--- src/rtl/dense_acc_relu.sv ---
// Dense-layer neuron tail: bias-seeded accumulation of N_IN unsigned
// products, arithmetic shift to output scale, ReLU with upper saturation.
// Ports:
//   ap_clk, ap_rst_n           clock, async active-low reset
//   in_data/in_valid/in_ready  product stream, in_last marks vector end
//   bias                       signed bias, taken on first beat of a vector
//   out_data/out_valid/out_ready  one result per vector
//   err                        sticky in_last framing error
module dense_acc_relu #(
  parameter int PROD_W = 24,
  parameter int N_IN   = 16,
  parameter int BIAS_W = 16,
  parameter int ACC_W  = 32,
  parameter int SHIFT  = 10,
  parameter int OUT_W  = 16
) (
  input  logic              ap_clk,
  input  logic              ap_rst_n,
  input  logic [PROD_W-1:0] in_data,
  input  logic              in_valid,
  output logic              in_ready,
  input  logic              in_last,
  input  logic [BIAS_W-1:0] bias,
  output logic [OUT_W-1:0]  out_data,
  output logic              out_valid,
  input  logic              out_ready,
  output logic              err
);

  localparam int CNT_W = $clog2(N_IN);

  typedef enum logic [1:0] {
    S_ACC,
    S_FIN,
    S_OUT
  } state_e;

  state_e                   state_q, state_d;
  logic [CNT_W-1:0]         cnt_q, cnt_d;
  logic signed [ACC_W-1:0]  acc_q, acc_d;
  logic [OUT_W-1:0]         out_data_q, out_data_d;
  logic                     out_valid_q, out_valid_d;
  logic                     err_q, err_d;

  logic signed [ACC_W-1:0]  bias_ext;
  logic signed [ACC_W-1:0]  prod_ext;
  logic signed [ACC_W-1:0]  s;
  logic                     beat;
  logic                     last_cnt;

  // Gated by reset so nothing is offered as accepted while held in reset.
  assign in_ready  = ap_rst_n & (state_q == S_ACC);
  assign beat      = in_valid & in_ready;
  assign last_cnt  = (cnt_q == CNT_W'(N_IN - 1));
  assign bias_ext  = {{(ACC_W-BIAS_W){bias[BIAS_W-1]}}, bias};
  assign prod_ext  = {{(ACC_W-PROD_W){1'b0}}, in_data};

  assign out_data  = out_data_q;
  assign out_valid = out_valid_q;
  assign err       = err_q;

  always_comb begin
    state_d     = state_q;
    cnt_d       = cnt_q;
    acc_d       = acc_q;
    out_data_d  = out_data_q;
    out_valid_d = out_valid_q;
    err_d       = err_q;
    s           = acc_q >>> SHIFT;
    unique case (state_q)
      S_ACC: begin
        if (beat) begin
          if (cnt_q == '0) begin
            acc_d = bias_ext + prod_ext;
          end else begin
            acc_d = acc_q + prod_ext;
          end
          if (last_cnt) begin
            cnt_d   = '0;
            state_d = S_FIN;
          end else begin
            cnt_d = cnt_q + CNT_W'(1);
          end
          if (in_last != last_cnt) begin
            err_d = 1'b1;
          end
        end
      end
      S_FIN: begin
        out_valid_d = 1'b1;
        state_d     = S_OUT;
        if (s[ACC_W-1]) begin
          out_data_d = '0;
        end else if (|s[ACC_W-1:OUT_W]) begin
          out_data_d = '1;
        end else begin
          out_data_d = s[OUT_W-1:0];
        end
      end
      S_OUT: begin
        if (out_ready) begin
          out_valid_d = 1'b0;
          state_d     = S_ACC;
        end
      end
      default: begin
        state_d = S_ACC;
      end
    endcase
  end

  always_ff @(posedge ap_clk or negedge ap_rst_n) begin
    if (!ap_rst_n) begin
      state_q     <= S_ACC;
      cnt_q       <= '0;
      acc_q       <= '0;
      out_data_q  <= '0;
      out_valid_q <= 1'b0;
      err_q       <= 1'b0;
    end else begin
      state_q     <= state_d;
      cnt_q       <= cnt_d;
      acc_q       <= acc_d;
      out_data_q  <= out_data_d;
      out_valid_q <= out_valid_d;
      err_q       <= err_d;
    end
  end

endmodule

--- config.mk ---
export PLATFORM = sky130hd
export DESIGN_NAME = dense_acc_relu
export DESIGN_NICKNAME = d
export VERILOG_FILES = /design/src/rtl/dense_acc_relu.sv
export SDC_FILE = /design/constraint.sdc
export NUM_CORES = 1
export LEC_CHECK = 0
export CORE_ASPECT_RATIO = 1.1
export CORE_MARGIN = 3
export CORE_UTILIZATION = 34
export CTS_BUF_LIST = sky130_fd_sc_hd__clkbuf_8
export DETAILED_ROUTE_END_ITERATION = 10
export PLACE_DENSITY = 0.58
export SYNTH_ARGS = -nofsm -noshare
export SYNTH_HDL_FRONTEND = slang
export SYNTH_SLANG_ARGS = --single-unit
--- constraint.sdc ---
create_clock -name ap_clk -period 6.9 [get_ports ap_clk]
set_clock_uncertainty 0.05 [all_clocks]
set_input_delay 1.035 -clock ap_clk [delete_from_list [all_inputs] [get_ports ap_clk]]
set_output_delay 1.035 -clock ap_clk [all_outputs]
set_load 0.01 [all_outputs]
* Word level (Yosys, flattened, before mapping) *
Index checks and enable logic that the tools add are counted.
Widths: inputs -> output; s select.

operators by class
  add/sub/neg operators = 3
  multipliers = 0
  div/mod/pow operators = 0
  $lt $le $gt $ge = 0
  eq/ne operators = 7
  shifts and indexed selects = 0
  multiplexer cells = 10
  bitwise gates (word level) = 2
  reductions and logical operators = 8

operators with widths
  kind                 number
  $add 32x25->32       1
  $mux 16              2
  $mux 32              1
  $add 16x25->26       1
  $mux 2               3
  $ne 2x2->1 const B   3
  $pmux 2 s3           1
  $reduce_and 3->1     2
  $reduce_or 6->1      1
  $add 4x1->4 const B  1
  $eq 4x4->1 const B   1
  $logic_not 4->1      1
  $mux 4               1
  $reduce_and 2->1     2
  $and 1x1->1          2
  $eq 2x1->1 const B   1
  $eq 2x2->1 const B   1
  $logic_not 2->1      1
  $pmux 1 s2           1
  $reduce_bool 2->1    1
  $mux 1               1
  $ne 1x1->1           1

storage, ports and cells
  register bits after elaboration = 56
  bits in latches = 0
  bits in writable memories = 0
  memory bits (read-only) = 0
  input port bits = 45
  output and inout port bits = 19
  word-level logic and storage cells = 36
  memories kept = 0

* Logic depth before layout (Yosys ltp) *
  depth after elaboration = 5
  mapped depth = 11
  depth with buffers taken out = 11

* Worst setup path before layout *
No wires, ideal clock.

  path type = input -> register
  from = in in_data[21]
  to = reg acc_q[30]
  library setup time = 0.090 ns
  arrival time = 3.220 ns
  required time = 6.760 ns
  slack = 3.540 ns
  stages on the path = 9
  buffers on the path = 1
  cell sequence = ha_1 > buf_4 > nand4_1 > or4_1 > a211oi_2 > nor2_1 > a211o_1 > or4_1 > o2111ai_1

between the ends
  cells in the longest elaborated chain, start to end = 2
  elaborated cells between the ends (all ways) = 3
  classes of those cells = add/sub: 2; mux: 1

RTL lines
  element                                           line    source
  start, declared                                   19      input logic [PROD_W-1:0] in_data,
  $add 32x25->32 or $add 16x25->26 (tied branches)  76, 74
  $mux 32 *                                         73      if (cnt_q == '0) begin
  end signal, assigned                              116     acc_q <= '0;
  end signal, assigned                              123     acc_q <= acc_d;
  end, declared                                     40      logic signed [ACC_W-1:0] acc_q, acc_d;

Mark *: on every way between the ends. The rest lies on a longest branch, timed or not.
A chain may end at the register's enable or synchronous reset.

* Worst setup path after layout *
  from = in bias[15]
  to = reg acc_q[30]

between the ends
  cells in the longest elaborated chain, start to end = 2

RTL lines
  element          line  source
  start, declared  23    input logic [BIAS_W-1:0] bias,
  $add 16x25->26   74    acc_d = bias_ext + prod_ext;
  $mux 32          73

Every way passes these cells.

==> out/qor.yml <==
drc_errors: 0
grt_pass1_vias: 4863
maxCapViolCount: 0
hpwl_mm: 11.0
area_delta_synth_final_pct: 17.4
synth-main-ff-cell: "dfrtp_1"
synth-async-reset-ratio_pct: 100
final_common_cell: "nand2_1"
seq_area_frac_synth_pct: 27.4
synth.distinct_cells: 59
drt-initial-drc-count: 318
setup.worst_path.end_class: "flip-flop"
grtUsageMet2_pct: 29.7
fmax_ghz: 0.240
via_count: 5040
mostFrequentLayoutCells: "nand2_1, nor2_1, clkdlybuf4s50_1"
finalSetupTns_ns: 0
critPathArrivalTime_ns: 4.30
die_w_um: 123
synth_edf_count: 0
final_cell_area_mm2: 0.00601
synth.area.mux_share_pct: 1.20
netlist_area_mm2: 0.00512
grtUsageTotal_pct: 17.5
synth_warnings: 0
start_util_pct: 35.2
syn_avg_cell_area_um2: 7.78
synth-seq-cells: 56
syn_inst: 658
ir_drop_mv: 0.147
clk_pin_slew_ns: 0.11
synth_compound_area_share_pct: 26.6
nFillCells: 1474
yosys.area_share.xor_xnor_pct: 4.96
slew_headroom_pct: 27.0
clock_sinks: 56
h-tree-depth: 2
tightest_slew_ns: 1.09
ios: 64
gp_congestion: 0.877
die_h_um: 135
hold_viol: 0
cp_max_fo: 16
synth_adder_area_share_pct: 13.2
core-area_mm2: 0.0146
p_leak_nw: 2.53
grt_pass1_wl_mm: 23.7
final_util_pct: 41.3
finalCritPeriodShare_pct: 60.5
final_net_count: 805
setup.worst_path.start_class: "primary input"
synth_area_leaders: "dfrtp_1, ha_1, nand2_1, a21oi_1, o21ai_0"
hold_path.class: "reg2reg"
post_cts_resized: 0
viasPerCell: 5.60
yosysTopAreaCell: "dfrtp_1"
cts_buffer_depth: 2
grt.busiest_layer: "met2"
synth_fp_nets: 756
status: "finished clean"
synth_top_family_by_area: "compound AO/OA/AOI/OAI gates"
grt_max_degree: 58
grtUsageMet3_pct: 2.30
drv_slew: 0
antennaDiodeCount: 0
die_area_mm2: 0.0166
yosys.area_share.simple_pct: 23.5
period_minus_slack_ns: 4.17
insertion_delay_ns: 0.33
holdBufCountCts: 0
rsz0062_at_grt: "false"
firstDrtPassIters: 5
core.rowCount: 46
fin_ws_ns: 2.73
required_ns: 7.03
io_buffers: 63
path_class: "in2reg"
cts_tree: "done"
overflow: 0
ctsRootBufferMaster: "clkbuf_8"
wirelength_mm: 14.4
powerDensity_mw_per_mm2: 325
drive_above_1_share_pct: 3.11
postPlaceCellArea_mm2: 0.00592
dpl_worst_slack_ns: 2.44
synth_top_area_share_pct: 27.4
drtAntennaViolNets: 0
final-setup-viol-count: 0
post_cts_buffers: 0
routedWlPerCell_um: 16.0
cts_made_buffers: 5
use_met1_pct: 23.7
finalPower_w: 0.00195
antenna_found_initial: 0
-- layout make-up --
type | instances | area [µm²] | share of cell area, %
well taps | 192 | 240 | 4.00
flip-flops and latches | 56 | 1400 | 23.3
clock inverters | 3 | 21.3 | 0.354
clock buffers | 5 | 68.8 | 1.15
inverters | 17 | 63.8 | 1.06
repair buffers | 67 | 656 | 10.9
multi-input cells | 560 | 3560 | 59.2
-- layer usage --
| layer | part of all wire [%] | up-vias |
|---|---|---|
| met1 | 47 | 2367 |
| li1 | - | 2526 |
| met4 | 1.6 | 0 |
| met3 | 4.4 | 17 |
| met2 | 48 | 130 |
| met5 | 0 | - |
-- where the power goes --
part	switching [W]	leakage, nW	internal [W]
clock	0.000124	0.0445	0.0000726
sequential	0.000124	0.686	0.000436
combinational	0.000686	1.80	0.000509
total	0.000934	2.53	0.00102
-- worst max-delay path, stage by stage --
cell	delay [ns]
clkdlybuf4s50_1	0.86
ha_1	0.40
a21oi_1	0.23
o21ai_0	0.18
a211oi_1	0.29
o31a_1	0.27
o21ai_0	0.16
and3_1	0.19
nor3_2	0.48
o2111ai_1	0.19
-- final timing paths --
kind | to | start | slack (ns) | depth (start not counted)
max | acc_q[30] | bias[15] | 2.73 | 10
min | err | err | 0.43 | 1
max reg2reg | acc_q[30] | acc_q[20] | 3.64 | 8
min reg2reg | err | err | 0.43 | 1
max in group asynchronous | acc_q[12] | ap_rst_n | 5.51 | 2
min in group asynchronous | out_data[13] | ap_rst_n | 0.80 | 2
-- cell usage after synthesis, types with 2 or more instances --
library cell	instances
a22oi_1	2
or4_1	6
nand2_1	89
o21a_1	7
and3_1	5
xnor2_1	19
inv_1	17
nor3b_1	7
o21ai_0	51
o2111ai_1	4
nor3_1	24
a221o_1	2
or3_1	2
ha_1	51
nand2b_1	7
buf_1	2
and2_1	2
a31oi_1	13
o21bai_1	5
a211oi_1	12
or2_2	3
a21o_1	14
nor2_1	68
o31ai_1	24
o22ai_1	2
clkbuf_1	22
nand4_1	7
nor2b_1	7
a21oi_1	56
xor2_1	10
nand3_1	17
a211o_1	2
fa_1	2
dfrtp_1	56
mux2i_1	5
nor4_1	4
nand3b_1	2
o211ai_1	9
-- registers in the layout, indices dropped and copies added (netlist names) --
signal and cells:
out_data 16, err 1, state_q 2, out_valid 1, cnt_q 4, acc_q 32
-- stage by stage --
step / std cells / hold slack, ns
2_1_floorplan: 658 / 0.400
3_3_place_gp: 892 / 0.413
3_5_place_dp: 892 / 0.421
4_1_cts: 900 / 0.440
5_1_grt: 900 / 0.459
6_report: 900 / 0.432
-- kinds of logic after synthesis --
kind of cell / Yosys count
AO/OA/AOI/OAI: 215
XOR/XNOR: 29
adder cells (fa/ha/maj): 53
buffers and inverters: 42
flip-flops: 56
multiplexers: 6
AND/OR/NAND/NOR: 257
No activity file was read; power rests on OpenSTA's default activity.
